**config.mk**
```make
export PLATFORM = sky130hd
export DESIGN_NAME = alu_seq_modes
export DESIGN_NICKNAME = d
export VERILOG_FILES = /design/src/rtl/alu_seq_modes_pkg.sv /design/src/rtl/hex7seg.sv /design/src/rtl/alu_seq_modes.sv
export SDC_FILE = /design/constraint.sdc
export NUM_CORES = 1
export LEC_CHECK = 0
export CAP_MARGIN = 20
export CORE_UTILIZATION = 50
export CTS_BUF_LIST = sky130_fd_sc_hd__clkbuf_16
export DETAILED_ROUTE_END_ITERATION = 6
export HOLD_SLACK_MARGIN = 0.02
export PLACE_DENSITY_LB_ADDON = 0.3
export SKIP_LAST_GASP = 1
export SYNTH_ARGS = -nofsm -noshare
export SYNTH_HDL_FRONTEND = slang
export SYNTH_SLANG_ARGS = --single-unit
```
**constraint.sdc**
```tcl
create_clock -name clk -period 3.35 [get_ports clk]
set_clock_uncertainty 0.2 [all_clocks]
set_input_delay 0.67 -clock clk [delete_from_list [all_inputs] [get_ports clk]]
set_output_delay 0.67 -clock clk [all_outputs]
set_load 0.01 [all_outputs]
```
**src/rtl/alu_seq_modes_pkg.sv**
```systemverilog
// Shared types for alu_seq_modes: operation codes, FSM states and the flag word.
package alu_seq_modes_pkg;

  typedef enum logic [2:0] {
    OP_ADD = 3'd0,
    OP_SUB = 3'd1,
    OP_MUL = 3'd2,
    OP_AND = 3'd3,
    OP_OR  = 3'd4,
    OP_XOR = 3'd5,
    OP_SHL = 3'd6,
    OP_SHR = 3'd7
  } op_e;

  typedef enum logic {
    ST_IDLE = 1'b0,
    ST_EXEC = 1'b1
  } state_e;

  typedef struct packed {
    logic n;
    logic z;
    logic c;
    logic v;
  } flags_t;

endpackage

```
**src/rtl/hex7seg.sv**
```systemverilog
// Hex digit to active-low 7-segment pattern, bit order {g,f,e,d,c,b,a}.
module hex7seg (
  input  logic [3:0] digit,
  output logic [6:0] seg
);

  always_comb begin
    seg = 7'h7f;
    case (digit)
      4'h0: seg = 7'h40;
      4'h1: seg = 7'h79;
      4'h2: seg = 7'h24;
      4'h3: seg = 7'h30;
      4'h4: seg = 7'h19;
      4'h5: seg = 7'h12;
      4'h6: seg = 7'h02;
      4'h7: seg = 7'h78;
      4'h8: seg = 7'h00;
      4'h9: seg = 7'h10;
      4'ha: seg = 7'h08;
      4'hb: seg = 7'h03;
      4'hc: seg = 7'h46;
      4'hd: seg = 7'h21;
      4'he: seg = 7'h06;
      4'hf: seg = 7'h0e;
      default: seg = 7'h7f;
    endcase
  end

endmodule

```
**src/rtl/alu_seq_modes.sv**
```systemverilog
// Button-driven sequential ALU: selector cycles the mode, start runs one operation
// (single cycle, or WIDTH-cycle shift-add for MUL); result and flags shown on six digits.
module alu_seq_modes
  import alu_seq_modes_pkg::*;
#(
  parameter int WIDTH = 4
) (
  input  logic               clk,
  input  logic               reset,
  input  logic               selector,
  input  logic               start,
  input  logic [WIDTH-1:0]   A,
  input  logic [WIDTH-1:0]   B,
  output logic [2*WIDTH-1:0] result,
  output logic [3:0]         flags,
  output logic [2:0]         mode,
  output logic               busy,
  output logic               done,
  output logic [6:0]         display1,
  output logic [6:0]         display2,
  output logic [6:0]         display3,
  output logic [6:0]         display4,
  output logic [6:0]         display5,
  output logic [6:0]         display6
);

  localparam int CW = $clog2(WIDTH);
  localparam int DW = (2 * WIDTH < 16) ? 2 * WIDTH : 16;

  // Handshake: a press is a 1->0 transition between the registered and current button level;
  // it is accepted only in IDLE, busy is high exactly while EXEC, done pulses one cycle on completion.
  logic sel_q, start_q;
  logic sel_edge, start_edge;
  assign sel_edge   = sel_q & ~selector;
  assign start_edge = start_q & ~start;

  state_e               state_q, state_d;
  op_e                  mode_q, op_mode_q;
  logic [WIDTH-1:0]     op_a_q, op_b_q, mul_plier_q;
  logic [2*WIDTH-1:0]   mul_acc_q, mul_mcand_q, mul_sum;
  logic [CW-1:0]        cnt_q;
  logic [2*WIDTH-1:0]   result_q;
  flags_t               flags_q, alu_flags;
  logic                 done_q, last_step;

  assign last_step = (op_mode_q != OP_MUL) || (cnt_q == CW'(WIDTH - 1));

  always_ff @(posedge clk) begin
    if (reset) state_q <= ST_IDLE;
    else       state_q <= state_d;
  end

  always_comb begin
    state_d = state_q;
    case (state_q)
      ST_IDLE: if (start_edge) state_d = ST_EXEC;
      ST_EXEC: if (last_step)  state_d = ST_IDLE;
      default: state_d = ST_IDLE;
    endcase
  end

  // Combinational single-cycle ALU on the latched operands.
  logic [WIDTH:0]   add_ext, sub_ext, shl_ext, shr_ext;
  logic [CW-1:0]    shamt;
  logic [WIDTH-1:0] alu_res;

  assign shamt   = CW'(32'(op_b_q) % 32'(WIDTH));
  assign add_ext = {1'b0, op_a_q} + {1'b0, op_b_q};
  assign sub_ext = {1'b0, op_a_q} - {1'b0, op_b_q};
  // The extra bit catches the last bit shifted out; it stays 0 for a zero shift.
  assign shl_ext = {1'b0, op_a_q} << shamt;
  assign shr_ext = {op_a_q, 1'b0} >> shamt;

  always_comb begin
    alu_res   = '0;
    alu_flags = '0;
    case (op_mode_q)
      OP_ADD: begin
        alu_res     = add_ext[WIDTH-1:0];
        alu_flags.c = add_ext[WIDTH];
        alu_flags.v = (op_a_q[WIDTH-1] == op_b_q[WIDTH-1]) && (alu_res[WIDTH-1] != op_a_q[WIDTH-1]);
      end
      OP_SUB: begin
        alu_res     = sub_ext[WIDTH-1:0];
        alu_flags.c = sub_ext[WIDTH];
        alu_flags.v = (op_a_q[WIDTH-1] != op_b_q[WIDTH-1]) && (alu_res[WIDTH-1] != op_a_q[WIDTH-1]);
      end
      OP_AND: alu_res = op_a_q & op_b_q;
      OP_OR:  alu_res = op_a_q | op_b_q;
      OP_XOR: alu_res = op_a_q ^ op_b_q;
      OP_SHL: begin
        alu_res     = shl_ext[WIDTH-1:0];
        alu_flags.c = shl_ext[WIDTH];
      end
      OP_SHR: begin
        alu_res     = shr_ext[WIDTH:1];
        alu_flags.c = shr_ext[0];
      end
      default: alu_res = '0;
    endcase
    alu_flags.n = alu_res[WIDTH-1];
    alu_flags.z = (alu_res == '0);
  end

  assign mul_sum = mul_acc_q + (mul_plier_q[0] ? mul_mcand_q : '0);

  always_ff @(posedge clk) begin
    if (reset) begin
      sel_q       <= 1'b1;
      start_q     <= 1'b1;
      mode_q      <= OP_ADD;
      op_mode_q   <= OP_ADD;
      op_a_q      <= '0;
      op_b_q      <= '0;
      mul_plier_q <= '0;
      mul_acc_q   <= '0;
      mul_mcand_q <= '0;
      cnt_q       <= '0;
      result_q    <= '0;
      flags_q     <= '0;
      done_q      <= 1'b0;
    end else begin
      sel_q   <= selector;
      start_q <= start;
      done_q  <= 1'b0;
      if (state_q == ST_IDLE) begin
        // Start wins over a coincident selector press, which is dropped.
        if (start_edge) begin
          op_a_q      <= A;
          op_b_q      <= B;
          op_mode_q   <= mode_q;
          mul_plier_q <= B;
          mul_mcand_q <= {{WIDTH{1'b0}}, A};
          mul_acc_q   <= '0;
          cnt_q       <= '0;
        end else if (sel_edge) begin
          mode_q <= op_e'(mode_q + 3'd1);
        end
      end else if (op_mode_q == OP_MUL) begin
        if (last_step) begin
          result_q <= mul_sum;
          flags_q  <= '{n: mul_sum[2*WIDTH-1], z: (mul_sum == '0), c: 1'b0, v: 1'b0};
          done_q   <= 1'b1;
        end else begin
          mul_acc_q   <= mul_sum;
          mul_mcand_q <= mul_mcand_q << 1;
          mul_plier_q <= mul_plier_q >> 1;
          cnt_q       <= cnt_q + CW'(1);
        end
      end else begin
        result_q <= {{WIDTH{1'b0}}, alu_res};
        flags_q  <= alu_flags;
        done_q   <= 1'b1;
      end
    end
  end

  assign result = result_q;
  assign flags  = flags_q;
  assign mode   = mode_q;
  assign busy   = (state_q == ST_EXEC);
  assign done   = done_q;

  logic [15:0] res16;
  assign res16 = 16'(result_q[DW-1:0]);

  hex7seg u_hex1 (.digit({1'b0, mode_q}), .seg(display1));
  hex7seg u_hex2 (.digit(res16[3:0]),     .seg(display2));
  hex7seg u_hex3 (.digit(res16[7:4]),     .seg(display3));
  hex7seg u_hex4 (.digit(res16[11:8]),    .seg(display4));
  hex7seg u_hex5 (.digit(res16[15:12]),   .seg(display5));
  hex7seg u_hex6 (.digit(flags_q),        .seg(display6));

endmodule

```
; ---- Word level (Yosys, flattened, before mapping)
; Memory sizes are Yosys's and may differ from the RTL's. A register that Yosys moved wholly into a read port is not among the register bits.
; Cells that the tools add are included.
[word_totals]
register_bits = 52
mem_bits_ro = 672
input_bits = 12
out_inout_bits = 59
word_cells = 104
mem_count = 6
[memory_table]
columns = name, words, width, rd, rd_clocked_by_memory_dff, write_ports, line_no
row1 = (no name shown), 16, 7, 1, 1, 0, hex7seg.sv:9  ; case (digit)
row2 = (no name shown), 16, 7, 1, 1, 0, hex7seg.sv:9
row3 = (no name shown), 16, 7, 1, 1, 0, hex7seg.sv:9
row4 = (no name shown), 16, 7, 1, 0, 0, hex7seg.sv:9
row5 = (no name shown), 16, 7, 1, 0, 0, hex7seg.sv:9
row6 = (no name shown), 16, 7, 1, 1, 0, hex7seg.sv:9
[op_classes]
n_addsub = 5
n_eq_ne = 16
shift = 2
n_mux = 37
bitwise = 9
n_reduce_logical = 12
[ops]
columns = operator, n
row1 = 8-bit 2-to-1 mux, 11
row2 = 4-bit 2-to-1 mux, 14
row3 = 4-bit case mux with 7 select lines, 1
row4 = "3-bit == test, second input constant", 4
row5 = 8-bit adder, 1
row6 = 8-bit logical NOT, 1
row7 = 2-bit 2-to-1 mux, 4
row8 = "3-bit by 2-bit == test with 1-bit output, second input constant", 2
row9 = 3-bit AND reduction, 2
row10 = 4-bit by 4-bit adder with 5-bit output, 1
row11 = 4-bit by 2-bit << shifter with 5-bit output, 1
row12 = 5-bit by 2-bit >> shifter with 5-bit output, 1
row13 = 4-bit by 4-bit subtractor with 5-bit output, 1
row14 = 4-bit bitwise AND, 1
row15 = 4-bit logical NOT, 1
row16 = 1-bit 2-to-1 mux, 4
row17 = "2-bit inequality test, second input constant", 2
row18 = 1-bit inverter, 4
row19 = 4-bit bitwise OR, 1
row20 = 1-bit case mux with 2 select lines, 2
row21 = 1-bit case mux with 4 select lines, 1
row22 = 2-bit AND reduction, 2
row23 = 4-bit bitwise XOR, 1
row24 = "3-bit by 1-bit adder with 3-bit output, second input constant", 1
row25 = 13 further kinds, 17

; ---- Longest topological paths before layout
[depth]
word_depth = 7
ltp_mapped = 15
ltp_nobuf = 15

; ---- Hierarchy
; From an unflattened synthesis, not the netlist that was laid out.
[hier_totals]
cells_unflattened = 603
area_unflattened_um2 = 4927.2
[by_module_without_submodules]
columns = mod, instances, cells_per_inst, area_per_inst_um2, seq_area_each_um2
row1 = alu_seq_modes, 1, 411, 3275.6, 1041.0
row2 = hex7seg, 6, 32, 275.3, 0.0

; ---- Least setup slack after synthesis
; OpenSTA, ideal clock, no wires.
[synth_path]
path_kind = flip-flop to flip-flop
from = register mul_plier_q[0]
to = register u_hex6.seg[2] (netlist name)
setup_time_ns = 0.067
t_arrival_ns = 3.036
required_time_ns = 3.083
path_slack_ns = 0.047
path_stages_with_launch = 12
path_buffers = 0
period_less_slack_ns = 3.303
cell_sequence = dfxtp_1 and2_1 ha_1 fa_1 a211oi_1 nor2_1 xor2_1 or4_1 o41ai_2 a32oi_4 or4_4 o21ai_2
[synth_lines]
columns = item, line_no
row1 = start: declaration, alu_seq_modes.sv:39  ; logic [WIDTH-1:0] op_a_q, op_b_q, mul_plier_q;
row2 = start signal: assignment, alu_seq_modes.sv:147  ; mul_plier_q <= mul_plier_q >> 1;

==> flow_metrics.py <==
metrics = {
    "place": {
        "place_area_um2": 5720,
        "dpl.hpwl_um": 8900,
        "pre_cts_slack_ps": -52.4,
        "place.gp.congestion": 0.878,
        "port_buffers": 56,
    },
    "route": {
        "drt_iter0_markers": 175,
        "wl_per_cell_um": 15.6,
        "vias_per_cell": 5.43,
        "routed-via-count": 4259,
        "drcViolationCount": 0,
        "antenna_left": 0,
        "wirelength_um": 12200,
        "firstDrtPassIters": 5,
    },
    "critical_path": {
        "crit_type": "reg -> reg",
        "crit_path_start_kind": "flip-flop",
        "arrival_ps": 3400,
        "critPathCaptureType": "flip-flop",
        "critPathMaxFanout": 8,
        "cp.required_ps": 3420,
    },
    "clocking": {
        "clock_path_buffers": 2,
        "cts_buffers": 9,
        "clkLatencyLatePin_ps": 330,
        "cts_sinks": 80,
        "clk_pin_slew_ps": 70,
        "htreeDepth": 3,
        "cts_root_buf": "clkbuf_16",
        "cts_tree": "yes",
        "cts_hold_buf": 0,
    },
    "die": {
        "die_width_um": 101,
        "rows": 35,
        "dieHeight_um": 101,
        "initial_core_util_pct": 52.2,
        "top_level_ports": 71,
        "core_area_um2": 9330,
        "die_area_um2": 10100,
    },
    "synthesis": {
        "synth_commonest_cells": "dfxtp_1 (80), nand2_1 (69), a21oi_1 (53), ha_1 (45), inv_1 (33)",
        "syn_avg_cell_area_um2": 8.56,
        "synth_area_leader_cell": "dfxtp_1",
        "synth_area_leaders": "dfxtp_1 (33%), ha_1 (12%), a21oi_1 (5.4%)",
        "synth_edf_count": 0,
        "yosysSeqAreaShare_pct": 32.9,
        "synth.distinct_cells": 71,
        "syn_area_um2": 4870,
        "yosysMostFrequentCell": "dfxtp_1",
        "yosys_warnings": 0,
        "synthCells": 569,
        "yosys.area.top_type_share_pct": 32.9,
        "ys_async_sr_fraction_pct": 0,
        "synth_flop_cell": "dfxtp_1",
        "synth_seq_cells": 80,
    },
    "final_layout": {
        "drive_gt1_share_pct": 16.9,
        "nets": 710,
        "regArea_um2": 1610,
        "design_area_um2": 6140,
        "multiInputGateArea_um2": 3030,
        "syn2layout_area_growth_pct": 25.9,
        "antenna_cells": 0,
        "n_fill_cell": 768,
    },
    "outcome": {
        "status": "complete, no violations",
    },
    "global_route": {
        "antenna_found_initial": 0,
        "grt_overflow": 0,
        "grt_pass1_wl_um": 19800,
        "grt_max_degree": 40,
        "grt_pass1_vias": 4094,
        "grt_use_total_pct": 24.6,
    },
    "sta": {
        "finalCriticalPeriod_ps": 3330,
        "tightestPinTransition_ps": 986,
        "setup_ws_ps": 20.3,
        "period_share_pct": 99.4,
        "rsz0062_at_grt": "true",
        "hold_viol_final": 0,
        "maxSlewViolCount": 0,
        "setup_viol_count_final": 0,
        "maxSlewHeadroom_pct": 34.0,
        "fmax_mhz": 300,
    },
    "power_and_ir_drop": {
        "powerDensity_nw_per_um2": 401,
        "power_leakage_uw": 0.00249,
        "irDropWorstVdd_mv": 0.303,
    },
    "run": {
        "maxCapViolCount": 0,
    },
    "min_path": {
        "hold_class": "reg -> reg",
    },
}
flip-flops by register name (all words and copies together) (netlist names):
signal,flops
sel_q,1
result,8
mul_mcand_q,8
mul_acc_q,8
op_mode_q,3
u_hex1.seg,7
u_hex3.seg,7
cnt_q,2
mul_plier_q,4
busy,1
flags,4
mode,3
op_b_q,4
start_q,1
done,1
u_hex2.seg,7
op_a_q,4
u_hex6.seg,7
kinds of logic after synthesis:
group / Yosys count / share of synthesized area (%)
and+or+nand+nor: 181 / 18.6
AOI/OAI and AO/OA: 142 / 19.6
DFF: 80 / 32.9
buffers and inverters: 77 / 7.37
adders and majority gates: 48 / 12.8
muxes: 29 / 6.80
xor gates and xnor gates: 10 / 1.80
other: 2 / 0.154
cell type report:
type	instances	area share, %
tap	129	2.63
clock buffer	9	3.67
multi-input combinational	424	49.3
timing repair buffer	101	14.6
clock inverter	7	1.53
sequential	80	26.2
inverter	34	2.12
where the power goes:
part           total (uW)  switching (uW)  leakage (uW)  internal, uW
Combinational         390             212       0.00168           178
Clock                1060             403      0.000158           654
Sequential           1020            23.3      0.000653           993
final timing paths:
check	from	to	slack (ps)	depth (start not counted)
setup / recovery	mul_mcand_q[0]	u_hex6.seg[2]	20	12
setup reg to reg	mul_mcand_q[0]	u_hex6.seg[2]	20	12
hold / removal	mul_plier_q[3]	mul_plier_q[3]	260	2
hold reg to reg	mul_plier_q[3]	mul_plier_q[3]	260	2
metrics by stage:
stage | cells | total power, uW | util [%] | hold slack [ps] | setup TNS (ps)
2_1_floorplan | 581 | 1270 | - | 236 | 0
4_1_cts | 781 | 2470 | 64.8 | 262 | -32.1
5_1_grt | 784 | 2570 | 65.8 | 292 | -232
3_3_place_gp | 765 | 1400 | 61.3 | 247 | -33.3
6_report | 784 | 2460 | 65.8 | 261 | 0
3_5_place_dp | 765 | 1410 | 61.3 | 253 | -99.0
critical path, stage by stage, from the launching register on:
cell,delay [ps]
dfxtp_1,330
and2_1,170
ha_2,190
fa_2,360
a211oi_2,260
nor2_1,90
xor2_1,150
or4_4,430
o41ai_4,210
buf_4,180
a32oi_4,170
or4_4,450
o21ai_2,70
cells in the final DEF, fill, tap and decap left out, drive strengths merged, types with 7 or more instances in the layout:
cell type	count
and2	13
xor2	7
ha	45
nand2	69
buf	46
a211oi	11
inv	37
a21oi	53
dfxtp	80
clkbuf	9
clkdlybuf4s50	55
o21ai	28
conb	14
nand3	22
or2	7
nor2	34
nor3	7
mux2i	23
metal layers:
metal,routed length (um),GRT usage (%)
met5,0,0
met4,144,6.13
met3,452,4.23
met2,6090,42.9
met1,5550,31.6
timing repair:
action,in CTS,in global routing
pin swaps,0,4
gates resized for setup,2,23
setup buffers,0,3
endpoints found under the setup margin,6,17
No activity file was read; power rests on OpenSTA's default activity.
